$ cat src/rtl/rom_fetch_cache_pkg.sv
// Shared types and helpers for the ROM fetch cache.
// State encoding, bus widths and bit-reversal.
package rk8_fetch_pkg;

  localparam int ADDR_W = 24;
  localparam int WORD_W = 32;

  typedef enum logic [2:0] {
    IDLE,
    REQ,
    WAIT,
    PF_REQ,
    PF_WAIT
  } fetch_state_e;

  function automatic logic [WORD_W-1:0] bitrev32(
    input logic [WORD_W-1:0] w
  );
    logic [WORD_W-1:0] r;
    for (int i = 0; i < WORD_W; i++) begin
      r[i] = w[WORD_W-1-i];
    end
    return r;
  endfunction

endpackage

$ cat src/rtl/rom_fetch_cache_if.sv
// Core-side and SPI-side signals of the fetch cache.
// slave = the cache, master = core + SPI controller.
interface rom_fetch_cache_if;
  import rk8_fetch_pkg::*;

  logic [ADDR_W-1:0] cpu_addr;
  logic              cpu_req_valid;
  logic              cpu_req_ready;
  logic [WORD_W-1:0] cpu_rdata;
  logic              cpu_rdata_valid;
  logic              flush;
  logic [ADDR_W-1:0] rom_addr;
  logic              rom_addr_valid;
  logic              rom_addr_ready;
  logic [WORD_W-1:0] rom_data;
  logic              rom_data_valid;

  modport slave (
    input  cpu_addr,
    input  cpu_req_valid,
    output cpu_req_ready,
    output cpu_rdata,
    output cpu_rdata_valid,
    input  flush,
    output rom_addr,
    output rom_addr_valid,
    input  rom_addr_ready,
    input  rom_data,
    input  rom_data_valid
  );

  modport master (
    output cpu_addr,
    output cpu_req_valid,
    input  cpu_req_ready,
    input  cpu_rdata,
    input  cpu_rdata_valid,
    output flush,
    input  rom_addr,
    input  rom_addr_valid,
    output rom_addr_ready,
    output rom_data,
    output rom_data_valid
  );

endinterface

$ cat src/rtl/rom_fetch_cache_line_ram.sv
// One-word-per-line cache storage: valid, tag, data.
// Two async read ports, one sync write, clear-all wins.
module fetch_line_ram
  import rk8_fetch_pkg::*;
#(
  parameter int LINES = 8,
  parameter int TAG_W = 19,
  localparam int IDX_W = $clog2(LINES)
) (
  input  logic              clk,
  input  logic              rstn,
  input  logic              clr_i,
  input  logic              we_i,
  input  logic [IDX_W-1:0]  widx_i,
  input  logic [TAG_W-1:0]  wtag_i,
  input  logic [WORD_W-1:0] wdata_i,
  input  logic [IDX_W-1:0]  ra_idx_i,
  output logic              ra_vld_o,
  output logic [TAG_W-1:0]  ra_tag_o,
  output logic [WORD_W-1:0] ra_data_o,
  input  logic [IDX_W-1:0]  rb_idx_i,
  output logic              rb_vld_o,
  output logic [TAG_W-1:0]  rb_tag_o
);

  logic [LINES-1:0]  vld_q;
  logic [TAG_W-1:0]  tag_q [LINES];
  logic [WORD_W-1:0] dat_q [LINES];

  // Valid bits: clear-all beats any concurrent fill.
  always_ff @(posedge clk or negedge rstn) begin
    if (!rstn) begin
      vld_q <= '0;
    end else if (clr_i) begin
      vld_q <= '0;
    end else if (we_i) begin
      vld_q[widx_i] <= 1'b1;
    end
  end

  // Tag/data payload; meaningless until its valid bit is set.
  always_ff @(posedge clk) begin
    if (we_i && !clr_i) begin
      tag_q[widx_i] <= wtag_i;
      dat_q[widx_i] <= wdata_i;
    end
  end

  assign ra_vld_o  = vld_q[ra_idx_i];
  assign ra_tag_o  = tag_q[ra_idx_i];
  assign ra_data_o = dat_q[ra_idx_i];
  assign rb_vld_o  = vld_q[rb_idx_i];
  assign rb_tag_o  = tag_q[rb_idx_i];

endmodule

$ cat src/rtl/rom_fetch_cache.sv
// Instruction fetch front end with a direct-mapped cache
// in front of the SPI flash read controller.
module rom_fetch_cache
  import rk8_fetch_pkg::*;
#(
  parameter int LINES        = 8,
  parameter int PREFETCH     = 1,
  parameter int REVERSE_BITS = 1
) (
  input logic             clk,
  input logic             rstn,
  rom_fetch_cache_if.slave bus
);

  localparam int IDX_W = $clog2(LINES);
  localparam int TAG_W = ADDR_W - 2 - IDX_W;

  fetch_state_e      state_q, state_d;
  logic [ADDR_W-1:0] addr_q, addr_d;
  logic [WORD_W-1:0] rdata_q, rdata_d;
  logic              rvalid_q, rvalid_d;
  logic              live_q;

  logic [ADDR_W-1:0] pf_addr;
  logic [WORD_W-1:0] word;
  logic              ra_vld, rb_vld;
  logic [TAG_W-1:0]  ra_tag, rb_tag;
  logic [WORD_W-1:0] ra_data;
  logic              hit_cpu, hit_next;
  logic              we;
  logic [IDX_W-1:0]  widx;
  logic [TAG_W-1:0]  wtag;
  logic              req_rdy, aval;
  logic              in_pf;

  assign pf_addr = addr_q + 24'd4;
  assign word    = (REVERSE_BITS != 0) ? bitrev32(bus.rom_data)
                                       : bus.rom_data;

  // A flush in the same cycle forces a miss on both lookups.
  assign hit_cpu = ra_vld && !bus.flush &&
    (ra_tag == bus.cpu_addr[ADDR_W-1:2+IDX_W]);
  assign hit_next = rb_vld && !bus.flush &&
    (rb_tag == pf_addr[ADDR_W-1:2+IDX_W]);

  fetch_line_ram #(
    .LINES (LINES),
    .TAG_W (TAG_W)
  ) u_ram (
    .clk       (clk),
    .rstn      (rstn),
    .clr_i     (bus.flush),
    .we_i      (we),
    .widx_i    (widx),
    .wtag_i    (wtag),
    .wdata_i   (word),
    .ra_idx_i  (bus.cpu_addr[2+:IDX_W]),
    .ra_vld_o  (ra_vld),
    .ra_tag_o  (ra_tag),
    .ra_data_o (ra_data),
    .rb_idx_i  (pf_addr[2+:IDX_W]),
    .rb_vld_o  (rb_vld),
    .rb_tag_o  (rb_tag)
  );

  // State, latched address and core response registers.
  always_ff @(posedge clk or negedge rstn) begin
    if (!rstn) begin
      state_q  <= IDLE;
      addr_q   <= '0;
      rdata_q  <= '0;
      rvalid_q <= 1'b0;
    end else begin
      state_q  <= state_d;
      addr_q   <= addr_d;
      rdata_q  <= rdata_d;
      rvalid_q <= rvalid_d;
    end
  end

  // Keeps cpu_req_ready low while reset is held.
  always_ff @(posedge clk or negedge rstn) begin
    if (!rstn) begin
      live_q <= 1'b0;
    end else begin
      live_q <= 1'b1;
    end
  end

  // Next-state, fill control and handshake outputs.
  always_comb begin
    state_d  = state_q;
    addr_d   = addr_q;
    rdata_d  = rdata_q;
    rvalid_d = 1'b0;
    we       = 1'b0;
    widx     = addr_q[2+:IDX_W];
    wtag     = addr_q[ADDR_W-1:2+IDX_W];
    req_rdy  = 1'b0;
    aval     = 1'b0;
    unique case (state_q)
      IDLE: begin
        req_rdy = live_q;
        if (live_q && bus.cpu_req_valid) begin
          addr_d = bus.cpu_addr & ~24'h3;
          if (hit_cpu) begin
            rdata_d  = ra_data;
            rvalid_d = 1'b1;
          end else begin
            state_d = REQ;
          end
        end
      end
      REQ: begin
        aval = 1'b1;
        if (bus.rom_addr_ready) begin
          state_d = WAIT;
        end
      end
      WAIT: begin
        if (bus.rom_data_valid) begin
          we       = 1'b1;
          rdata_d  = word;
          rvalid_d = 1'b1;
          if (PREFETCH != 0 && !hit_next) begin
            state_d = PF_REQ;
          end else begin
            state_d = IDLE;
          end
        end
      end
      PF_REQ: begin
        aval = 1'b1;
        if (bus.rom_addr_ready) begin
          state_d = PF_WAIT;
        end
      end
      PF_WAIT: begin
        widx = pf_addr[2+:IDX_W];
        wtag = pf_addr[ADDR_W-1:2+IDX_W];
        if (bus.rom_data_valid) begin
          we      = 1'b1;
          state_d = IDLE;
        end
      end
      default: state_d = IDLE;
    endcase
  end

  assign in_pf = (state_q == PF_REQ) || (state_q == PF_WAIT);

  assign bus.cpu_req_ready   = req_rdy;
  assign bus.cpu_rdata       = rdata_q;
  assign bus.cpu_rdata_valid = rvalid_q;
  assign bus.rom_addr        = in_pf ? pf_addr : addr_q;
  assign bus.rom_addr_valid  = aval;

endmodule

$ cat src/flat_wrapper.sv
// flat-port wrapper written by rule: the top's interface ports become plain ports
module rom_fetch_cache_flat import rk8_fetch_pkg::*;
#(
  parameter int LINES        = 8,
  parameter int PREFETCH     = 1,
  parameter int REVERSE_BITS = 1
)
  (clk, rstn, bus_cpu_addr, bus_cpu_req_valid, bus_cpu_req_ready, bus_cpu_rdata, bus_cpu_rdata_valid, bus_flush, bus_rom_addr, bus_rom_addr_valid, bus_rom_addr_ready, bus_rom_data, bus_rom_data_valid);
  rom_fetch_cache_if bus_i ();
  input logic clk;
  input logic rstn;
  input wire logic [$bits(bus_i.cpu_addr)-1:0] bus_cpu_addr;
  input wire logic [$bits(bus_i.cpu_req_valid)-1:0] bus_cpu_req_valid;
  output wire logic [$bits(bus_i.cpu_req_ready)-1:0] bus_cpu_req_ready;
  output wire logic [$bits(bus_i.cpu_rdata)-1:0] bus_cpu_rdata;
  output wire logic [$bits(bus_i.cpu_rdata_valid)-1:0] bus_cpu_rdata_valid;
  input wire logic [$bits(bus_i.flush)-1:0] bus_flush;
  output wire logic [$bits(bus_i.rom_addr)-1:0] bus_rom_addr;
  output wire logic [$bits(bus_i.rom_addr_valid)-1:0] bus_rom_addr_valid;
  input wire logic [$bits(bus_i.rom_addr_ready)-1:0] bus_rom_addr_ready;
  input wire logic [$bits(bus_i.rom_data)-1:0] bus_rom_data;
  input wire logic [$bits(bus_i.rom_data_valid)-1:0] bus_rom_data_valid;
  assign bus_i.cpu_addr = bus_cpu_addr;
  assign bus_i.cpu_req_valid = bus_cpu_req_valid;
  assign bus_cpu_req_ready = bus_i.cpu_req_ready;
  assign bus_cpu_rdata = bus_i.cpu_rdata;
  assign bus_cpu_rdata_valid = bus_i.cpu_rdata_valid;
  assign bus_i.flush = bus_flush;
  assign bus_rom_addr = bus_i.rom_addr;
  assign bus_rom_addr_valid = bus_i.rom_addr_valid;
  assign bus_i.rom_addr_ready = bus_rom_addr_ready;
  assign bus_i.rom_data = bus_rom_data;
  assign bus_i.rom_data_valid = bus_rom_data_valid;
  rom_fetch_cache #(.LINES(LINES), .PREFETCH(PREFETCH), .REVERSE_BITS(REVERSE_BITS)) u_core (.clk(clk), .rstn(rstn), .bus(bus_i));
endmodule
$ cat config.mk
export PLATFORM = sky130hd
export DESIGN_NAME = rom_fetch_cache_flat
export DESIGN_NICKNAME = d
export VERILOG_FILES = /design/src/rtl/rom_fetch_cache_pkg.sv /design/src/rtl/rom_fetch_cache_if.sv /design/src/rtl/rom_fetch_cache_line_ram.sv /design/src/rtl/rom_fetch_cache.sv /design/src/flat_wrapper.sv
export SDC_FILE = /design/constraint.sdc
export NUM_CORES = 1
export LEC_CHECK = 0
export CAP_MARGIN = 40
export CORE_MARGIN = 2
export CORE_UTILIZATION = 36
export CTS_BUF_LIST = sky130_fd_sc_hd__clkbuf_8 sky130_fd_sc_hd__clkbuf_16
export CTS_CLUSTER_SIZE = 8
export DETAILED_ROUTE_END_ITERATION = 12
export GPL_TIMING_DRIVEN = 0
export PLACE_DENSITY = 0.55
export SETUP_SLACK_MARGIN = 0.2
export SKIP_CTS_REPAIR_TIMING = 1
export SLEW_MARGIN = 15
export SYNTH_ARGS = -nofsm -noshare
export SYNTH_HDL_FRONTEND = slang
export SYNTH_HIERARCHICAL = 1
export SYNTH_SLANG_ARGS = --single-unit
export TNS_END_PERCENT = 20
$ cat constraint.sdc
create_clock -name clk -period 17.5 [get_ports clk]
set_input_delay 4.375 -clock clk [delete_from_list [all_inputs] [get_ports clk]]
set_output_delay 4.375 -clock clk [all_outputs]
set_load 0.01 [all_outputs]
==> flow_metrics.py, run 1 <==
metrics = {
    "die": {
        "core.rowCount": 89,
        "io_pins": 121,
        "start_util_pct": 36.2,
        "die-area_sq_mm": 0.0610,
        "coreArea_sq_mm": 0.0587,
        "fp.dieW_microns": 247,
        "die_height_microns": 247,
    },
    "synth": {
        "syn_inst": 1192,
        "syn_area_sq_mm": 0.0212,
        "synth-seq-cells": 475,
        "synthAdderAreaFrac_pct": 0.0589,
        "yosys-top-cells-area": "edfxtp_1 (58%), mux4_2 (15%), dfrtp_1 (7.9%), mux2_2 (4.8%), xnor2_1 (1.9%)",
        "synth_compound_area_share_pct": 2.02,
        "postSynthAreaPerCell_sq_um": 17.8,
        "synth_edf_count": 408,
        "synth_xor_area_share_pct": 3.42,
        "async_reset_ff_share_pct": 14.1,
        "yosys_warnings": 6,
        "synth-simple-area-share_pct": 4.73,
        "muxShareOfSynthArea_pct": 21.7,
        "synth_ff_type": "edfxtp_1",
        "synth_top_area_share_pct": 57.7,
        "ys_types": 59,
        "synth-seq-area-share_pct": 65.6,
        "synth_top_area_cell": "edfxtp_1",
        "synth_top_family_by_area": "multiplexers",
    },
    "clock_tree": {
        "cts_tree": "built",
        "cts_htree_levels": 3,
        "clock_path_buffers": 3,
        "cts-root-buf": "clkbuf_16",
        "insertion_delay_ns": 0.60,
        "cts_sinks": 475,
        "cts-buffers-inserted": 70,
        "clk_pin_slew_ns": 0.05,
    },
    "placement": {
        "gp_congestion": 0.854,
        "hpwl_mm": 38.7,
        "pre_cts_slack_ns": 8.36,
        "portBuffers": 116,
    },
    "worst_setup_path": {
        "cp-start-kind": "input pin",
        "crit_arrival_ns": 8.99,
        "regToRegSetupSlack_ns": 12.93,
        "cp.required_ns": 17.92,
        "rr_startpoint": "u_core/addr_q[2]",
        "critPathMaxFanout": 10,
        "worstRegToRegCells": 12,
        "end_kind": "flop",
        "critPathLaunch": "bus_cpu_addr[4]",
        "timing.rr.end": "u_core/state_q[0]",
        "worstSetupPathType": "in -> reg",
    },
    "routing": {
        "vias": 11995,
        "wl_per_cell_microns": 24.8,
        "drc": 0,
        "drtIter0Drc": 791,
        "routed_wl_mm": 55.7,
        "first_pass_iters": 5,
        "routed_via_density": 5.33,
        "ant_nets": 0,
    },
    "power": {
        "peakVddDrop_mv": 0.0894,
        "leakage_nw": 8.94,
        "power_density_mw_per_mm2": 154,
    },
    "worst_hold_path": {
        "min_from": "u_core/bus.cpu_rdata[30]",
        "min_path_type": "reg -> reg",
        "hold_path_depth": 2,
        "hold_end": "u_core/bus.cpu_rdata[30]",
    },
    "sta": {
        "whs_ns": 0.483,
        "rsz0062_at_grt": "false",
        "timing.final.ws_setup_ns": 8.93,
        "fmax_mhz": 117,
        "period_needed_ns": 8.57,
        "finalSetupViolCount": 0,
        "tns_ns": 0,
        "tightest_slew_ns": 0.973,
        "maxSlewHeadroom_pct": 34.7,
        "clock_skew_ns": 0.0309,
        "finalCritPeriodShare_pct": 49.0,
        "maxSlewViolCount": 0,
        "hold_viol": 0,
    },
    "cells_and_area": {
        "final_common_cell": "edfxtp_1",
        "final_cell_mix": "edfxtp_1 (408), mux4_2 (142), clkdlybuf4s50_1 (115), mux2_2 (91), nand2_1 (75)",
        "nFillCells": 5130,
        "layout.nets": 1484,
        "syn_to_final_growth_pct": 23.3,
        "antenna_cells": 0,
        "drive_gt1_share_pct": 28.5,
    },
    "grt": {
        "antenna_found_initial": 4,
        "grt_max_degree": 47,
        "grt_pass1_vias": 12494,
        "grtUsageTotal_pct": 18.6,
        "globalRouteOverflowTotal": 0,
        "grt_pass1_wl_mm": 82.7,
    },
    "outcome": {
        "status": "complete, no violations",
    },
    "run": {
        "max-cap-violations": 0,
    },
}
per-layer routing:
metal	wire length [microns]	track usage, %
met1	24500	25.3
met2	26900	30.6
met3	3100	4.03
met4	1110	4.66
met5	41	0
critical path, cell delays in order:
cell             delay (ns)
clkdlybuf4s50_1        0.53
clkbuf_1               0.39
buf_2                  0.36
buf_2                  0.41
mux4_2                 0.38
mux2_2                 0.31
xor2_1                 0.19
nor4_1                 0.57
nand2_1                0.14
nor4_1                 0.27
o21ai_1                0.27
buf_2                  0.32
buf_2                  0.25
nand2_1                0.09
o21ai_0                0.10
synthesized netlist by cell type (4+ instances only):
cell type	instances
o22ai_1	8
nand3_1	15
buf_4	4
buf_6	6
and4_1	5
xnor2_1	47
nor4_1	7
buf_2	38
o21ai_0	26
edfxtp_1	408
nor3_1	14
inv_1	16
nand4_1	10
xor2_1	36
mux4_2	142
nand2b_1	5
dfrtp_1	67
o21ai_1	19
nand2_1	75
mux2_2	91
clkbuf_1	28
nor2_1	32
mux2i_1	34
logic make-up (layout without fill, tap and decap cells):
kind of cell / Yosys count / in the layout
DFF: 475 / 475
muxes: 269 / 269
and+or+nand+nor: 192 / 192
buffers and inverters: 97 / 380
xor gates and xnor gates: 83 / 83
AOI/OAI and AO/OA: 73 / 73
other: 2 / 3
adders and majority gates: 1 / 1
stage by stage:
stage / total power, mW / instances / utilization [%] / cell area [sq um]
CTS: 4.06 / 2249 / 44.6 / 26200
detailed placement: 2.81 / 2122 / 41.1 / 24100
finish: 4.02 / 2249 / 44.6 / 26200
floorplan: 2.28 / 1193 / - / 21300
global route: 4.21 / 2249 / 44.6 / 26200
global placement: 2.77 / 2082 / 39.8 / 23400
power by group:
group | switching [mW] | internal (mW)
combinational | 0.748 | 0.588
sequential | 0.0561 | 1.40
clock | 0.494 | 0.739
total | 1.30 | 2.73
state kept, by name, summed over array words and instances (netlist names):
signal                      count
u_core/u_ram/dat_q            256
u_core/bus.cpu_rdata_valid      1
u_core/u_ram/tag_q            152
u_core/u_ram/vld_q              8
u_core/live_q                   1
u_core/bus.cpu_rdata           32
u_core/state_q                  3
u_core/addr_q                  22
cell type report:
cell class | count | area (sq um) | share of cell area [%]
flip-flops and latches | 475 | 13900 | 53.2
well taps | 773 | 967 | 3.69
clock inverters | 55 | 288 | 1.10
plain buffers | 81 | 460 | 1.76
repair buffers | 156 | 1840 | 7.01
inverters | 16 | 60.1 | 0.229
multi-input cells | 621 | 6860 | 26.2
clock buffers | 72 | 1790 | 6.84
worst max-delay path by stage:
stage                                            to  slack, ns  cells after the start
final                       u_core/bus.cpu_rdata[3]       8.93                     15
after global routing        u_core/bus.cpu_rdata[3]       8.76                     15
after CTS                   u_core/bus.cpu_rdata[3]       8.96                     15
after detailed placement    u_core/bus.cpu_rdata[3]       8.36                     15
after global placement    u_core/u_ram/dat_q[0][17]       3.41                      5
after floorplan            u_core/u_ram/dat_q[0][0]       8.30                      4
(Power assumes the default switching activity.)
==> run 2, diff against run 1 <==
PLACE_DENSITY = 0.57   (was 0.55)
clock period = 7.84 ns   (was 17.5 ns; I/O delays follow)
==> run 2 against run 1 <==
Compared with the run above:
- wire length is 1.6% lower
- clock skew is 0.0045 ns lower
- via count is 0.28% lower
- critical path depth stayed put
- clock power is 120% higher
- critical endpoint is now u_core/bus.cpu_rdata[5]
- critical path type unchanged
- hold slack worse by 0.0048 ns
- count of clock-buffer cells in the layout is 1 lower
- die area stayed put
- non-clock buffer count is 1 lower
- design area is 0.43% lower
- flip-flop and latch count stayed put
==> flow_metrics.py, run 2 (synthesized netlist as in run 1, its figures left out) <==
metrics = {
    "cells_and_area": {
        "largest_reg_flops": 256,
        "regMostFlops": "u_core/u_ram/dat_q",
        "syn_to_final_growth_pct": 22.7,
        "nFillCells": 5110,
        "layout.nets": 1482,
        "final_common_cell": "edfxtp_1",
        "final_cell_mix": "edfxtp_1 (408), mux4_2 (142), clkdlybuf4s50_1 (115), mux2_2 (91), nand2_1 (75)",
        "drive_gt1_share_pct": 28.3,
        "stdcell_area_sq_mm": 0.0261,
    },
    "placement": {
        "portBuffers": 116,
        "hpwl_mm": 37.1,
        "pre_cts_slack_ns": 1.09,
        "gp_congestion": 0.900,
        "place_area_sq_mm": 0.0240,
    },
    "routing": {
        "vias": 11961,
        "wl_per_cell_microns": 24.4,
        "drc": 0,
        "drtIter0Drc": 848,
        "routed_wl_mm": 54.8,
        "ant_nets": 0,
        "first_pass_iters": 7,
        "routed_via_density": 5.32,
    },
    "die": {
        "fp.dieW_microns": 247,
        "die-area_sq_mm": 0.0610,
        "start_util_pct": 36.2,
        "core.rowCount": 89,
        "die_height_microns": 247,
        "coreArea_sq_mm": 0.0587,
        "io_pins": 121,
    },
    "worst_setup_path": {
        "crit_top_cell": "buf_2",
        "worstSetupPathType": "in -> reg",
        "cp.required_ns": 8.27,
        "crit_arrival_ns": 6.77,
        "end_kind": "flop",
        "path_buf_inv": 6,
        "cp_slowest_cell": "nor4_1",
        "max_stage_delay_ns": 0.60,
        "worstPathCellList": "clkdlybuf4s50_1 > clkbuf_1 > buf_2 > buf_2 > mux4_2 > mux2_2 > xor2_1 > nor4_1 > nand4_1 > nor4_1 > o21ai_1 > buf_2 > buf_2 > nand2_1 > o21ai_0",
        "critPathMaxFanout": 10,
        "cp-start-kind": "input pin",
        "cpLargestDelayFamily": "buffers and inverters",
    },
    "grt": {
        "grt_pass1_wl_mm": 81.1,
        "globalRouteOverflowTotal": 0,
        "grt_pass1_vias": 12509,
        "grt_max_degree": 38,
        "grtUsageTotal_pct": 18.3,
        "antenna_found_initial": 5,
    },
    "power": {
        "pwr-share-seq_pct": 36.2,
        "leakage_nw": 8.89,
        "p_clk_share_pct": 30.4,
        "power_frac_comb_pct": 33.4,
        "p_switching_mw": 2.88,
        "power_mw": 8.94,
        "peakVddDrop_mv": 0.203,
        "intPower_mw": 6.06,
        "p_sw_share_pct": 32.2,
        "power_density_mw_per_mm2": 343,
    },
    "clock_tree": {
        "cts-root-buf": "clkbuf_16",
        "cts_tree": "built",
        "clk_pin_slew_ns": 0.05,
        "clock_path_buffers": 3,
        "insertion_delay_ns": 0.60,
        "cts_sinks": 475,
        "cts-buffers-inserted": 69,
        "cts_htree_levels": 3,
    },
    "sta": {
        "clock_skew_ns": 0.0264,
        "hold_viol": 0,
        "maxSlewHeadroom_pct": 37.6,
        "maxSlewViolCount": 0,
        "period_needed_ns": 6.34,
        "timing.final.ws_setup_ns": 1.50,
        "finalCritPeriodShare_pct": 80.8,
        "tightest_slew_ns": 0.929,
        "rsz0062_at_grt": "false",
        "finalSetupViolCount": 0,
        "fmax_mhz": 158,
    },
    "run": {
        "max-cap-violations": 0,
    },
    "worst_hold_path": {
        "min_path_type": "reg -> reg",
    },
    "outcome": {
        "status": "complete, no violations",
    },
}
## run 2: cell types whose count changed in the layout (fill, tap and decap cells not counted)
| cell | previous run | this run |
|---|---|---|
| buf_12 | 8 | 13 |
| buf_16 | 14 | 5 |
| buf_4 | 17 | 15 |
| buf_6 | 15 | 19 |
| buf_8 | 0 | 1 |
| clkbuf_16 | 71 | 70 |
| clkinv_16 | 1 | 2 |
| clkinv_4 | 1 | 0 |
| clkinv_8 | 1 | 3 |
| diode_2 | 0 | 1 |
| inv_1 | 65 | 67 |
| inv_16 | 2 | 0 |
| inv_6 | 1 | 0 |
## run 2: power groups by stage
| stage | sequential, mW | clock [mW] | combinational [mW] |
|---|---|---|---|
| 5_1_grt | 3.27 | 2.89 | 3.19 |
| 3_3_place_gp | 3.30 | 0 | 2.86 |
| 4_1_cts | 3.24 | 2.78 | 2.99 |
| 2_1_floorplan | 3.30 | 0 | 1.79 |
| 6_report | 3.24 | 2.72 | 2.98 |
| 3_5_place_dp | 3.29 | 0 | 2.98 |
## run 2: path summary, 6_finish.rpt
path	startpoint	depth (start not counted)	slack (ns)	endpoint
max in group asynchronous	rstn	2	5.85	u_core/addr_q[19]
worst min register to register	u_core/bus.cpu_rdata[6]	2	0.48	u_core/bus.cpu_rdata[6]
worst min-delay path	u_core/bus.cpu_rdata[6]	2	0.48	u_core/bus.cpu_rdata[6]
worst max-delay path	bus_cpu_addr[4]	15	1.50	u_core/bus.cpu_rdata[5]
worst max register to register	u_core/addr_q[2]	13	3.50	u_core/state_q[0]
min in group asynchronous	rstn	1	1.34	u_core/bus.cpu_rdata[7]
## run 2: layout make-up
class | count | area [sq um] | share of cell area [%]
inverters | 16 | 60.1 | 0.230
clock inverters | 56 | 300 | 1.15
repair buffers | 155 | 1730 | 6.64
clock buffers | 71 | 1770 | 6.77
flip-flops and latches | 475 | 13900 | 53.4
well taps | 773 | 967 | 3.71
diodes | 1 | 2.50 | 0.00960
multi-input cells | 621 | 6860 | 26.3
plain buffers | 81 | 460 | 1.77
## run 2: worst reg2reg max path: cells and delay by family, from the launching register on
family | cells | cell delay, ns
DFF | 1 | 0.47
buffers and inverters | 2 | 0.77
xor gates and xnor gates | 2 | 0.53
muxes | 2 | 0.64
and+or+nand+nor | 2 | 0.50
AOI/OAI and AO/OA | 4 | 0.91
adders and majority gates | 1 | 0.40
## run 2: layer usage
metal  part of all wire [%]  GRT usage, %
met4                    2.0          5.09
met5                   0.10             0
met1                     45          25.5
met2                     47          28.8
met3                    6.6          4.19
## run 2: metrics by stage
step / cells / hold WS, ns / util, % / TNS, ns
2_1_floorplan: 1193 / 0.497 / - / 0
3_3_place_gp: 2082 / 0.471 / 39.8 / -603.09
3_5_place_dp: 2120 / 0.477 / 40.9 / 0
4_1_cts: 2247 / 0.486 / 44.4 / 0
5_1_grt: 2248 / 0.517 / 44.4 / 0
6_report: 2249 / 0.478 / 44.4 / 0
==> run 3, diff against run 2 <==
clock period = 5.5 ns   (was 7.84 ns; I/O delays follow)
==> run 3 against run 2 <==
Compared with the run above:
- register-to-register slack worse by 2.5 ns
- hold slack improved by 0.0033 ns
- setup slack worse by 1.2 ns
- global-route usage is 0.076 points higher
- wire length is 0.57% higher
- clock power rose by 38%
- largest cell class unchanged
- combinational power up 45%
==> flow_metrics.py, run 3 (synthesized netlist as in run 1, its figures left out) <==
metrics = {
    "outcome": {
        "status": "complete, no violations",
    },
    "sta": {
        "maxSlewViolCount": 0,
        "tightest_slew_ns": 0.885,
        "rsz0062_at_grt": "false",
        "period_needed_ns": 5.21,
        "finalCritPeriodShare_pct": 94.7,
        "fmax_mhz": 192,
        "clock_skew_ns": 0.0219,
        "timing.final.ws_setup_ns": 0.293,
        "finalSetupViolCount": 0,
        "maxSlewHeadroom_pct": 41.0,
        "hold_viol": 0,
    },
    "routing": {
        "ant_nets": 0,
        "first_pass_iters": 5,
        "routed_via_density": 5.35,
        "drc": 0,
        "wl_per_cell_microns": 24.6,
        "vias": 11983,
        "drtIter0Drc": 896,
        "routed_wl_mm": 55.1,
    },
    "grt": {
        "grt_max_degree": 48,
        "antenna_found_initial": 5,
        "grt_pass1_vias": 12473,
        "globalRouteOverflowTotal": 0,
        "grtUsageMet3_pct": 4.25,
        "grtUsageTotal_pct": 18.4,
        "grtUsageMet2_pct": 29.3,
        "use_met1_pct": 25.5,
        "grt-busiest-layer": "met2",
        "grt_pass1_wl_mm": 81.7,
    },
    "die": {
        "start_util_pct": 36.2,
        "die-area_sq_mm": 0.0610,
        "die_height_microns": 247,
        "fp.dieW_microns": 247,
        "core.rowCount": 89,
        "io_pins": 121,
        "coreArea_sq_mm": 0.0587,
    },
    "cells_and_area": {
        "drive_gt1_share_pct": 28.6,
        "nFillCells": 5134,
        "layout.cells.non_filler": 2238,
        "syn_to_final_growth_pct": 22.7,
        "regArea_sq_mm": 0.0139,
        "final_common_cell": "edfxtp_1",
        "regMostFlops": "u_core/u_ram/dat_q",
        "largest_reg_flops": 256,
        "multi_input_area_sq_mm": 0.00688,
        "final_cell_mix": "edfxtp_1 (408), mux4_2 (142), clkdlybuf4s50_1 (115), mux2_2 (91), nand2_1 (75)",
        "layout.nets": 1481,
    },
    "clock_tree": {
        "cts-root-buf": "clkbuf_16",
        "cts-buffers-inserted": 69,
        "cts_tree": "built",
        "clk_pin_slew_ns": 0.05,
        "clock_path_buffers": 3,
        "cts_sinks": 475,
        "cts_htree_levels": 3,
        "insertion_delay_ns": 0.58,
    },
    "power": {
        "peakVddDrop_mv": 0.353,
        "power_mw": 12.7,
        "leakage_nw": 8.85,
        "power_density_mw_per_mm2": 487,
    },
    "placement": {
        "pre_cts_slack_ns": -0.603,
        "gp_congestion": 0.903,
        "hpwl_mm": 37.5,
        "dp.cells": 2119,
        "portBuffers": 116,
    },
    "worst_setup_path": {
        "worstPathCellList": "clkdlybuf4s50_1 > clkbuf_2 > clkbuf_4 > clkbuf_4 > mux4_2 > mux2_2 > xor2_1 > nor4_2 > nand4_1 > nor4_1 > o21ai_1 > buf_2 > buf_2 > nand2_1 > o21ai_0",
        "max_stage_delay_ns": 0.55,
        "path_buf_inv": 6,
        "end_kind": "flop",
        "worstSetupPathType": "in -> reg",
        "cp_slowest_cell": "clkdlybuf4s50_1",
        "critPathMaxFanout": 10,
        "cp.required_ns": 5.92,
        "cp-start-kind": "input pin",
        "regToRegSetupSlack_ns": 1.04,
        "crit_arrival_ns": 5.62,
        "cpLargestDelayFamily": "buffers and inverters",
    },
    "run": {
        "max-cap-violations": 0,
    },
    "worst_hold_path": {
        "min_path_type": "reg -> reg",
    },
}
[run 3: cell count changes in the layout (fill, tap and decap cells not counted), moves of 4 or more]
cell,delta
inv_1,-8
buf_6,-6
buf_8,+6
buf_16,+4
buf_2,-4
clkbuf_4,+4
[run 3: report_power, final]
part           leakage [nW]  total [mW]  switching (mW)  internal [mW]
Combinational          3.23        4.31            2.42           1.89
Clock                  1.11        3.76            1.51           2.25
Sequential             4.52        4.63           0.174           4.45
Total                  8.85        12.7            4.10           8.60
[run 3: layer usage]
layer | wire [microns] | up-vias
met5 | 71 | -
li1 | - | 5208
met4 | 942 | 10
met1 | 24200 | 6272
met3 | 3640 | 82
met2 | 26200 | 411
[run 3: area by class of cell]
cell class,instances,share of cell area (%)
diodes,1,0.00960
plain buffers,81,1.82
clock buffers,69,6.62
clock inverters,48,0.869
inverters,16,0.230
multi-input cells,621,26.4
flip-flops and latches,475,53.4
well taps,773,3.71
repair buffers,154,6.92
[run 3: tightest hold or removal path, cell delays in order (launching register included)]
cell and delay [ns]:
dfrtp_1 0.33, nand2_1 0.05, o21ai_1 0.06
[run 3: worst paths after layout]
check	start	end	cells after the start
setup / recovery	bus_cpu_addr[4]	u_core/bus.cpu_rdata[30]	15
hold / removal	u_core/bus.cpu_rdata[15]	u_core/bus.cpu_rdata[15]	2
setup reg to reg	u_core/addr_q[2]	u_core/state_q[0]	13
hold reg to reg	u_core/bus.cpu_rdata[15]	u_core/bus.cpu_rdata[15]	2
max in group asynchronous	rstn	u_core/addr_q[21]	2
min in group asynchronous	rstn	u_core/bus.cpu_rdata[7]	1
[run 3: stage by stage]
step	cell area, sq um	util [%]	hold WS, ns	TNS (ns)
2_1_floorplan	21300	-	0.497	-19.83
3_3_place_gp	23400	39.8	0.469	-1146.98
3_5_place_dp	24100	41.0	0.475	-17.91
4_1_cts	26000	44.4	0.486	-0.00182
5_1_grt	26100	44.4	0.502	0
6_report	26100	44.4	0.482	0
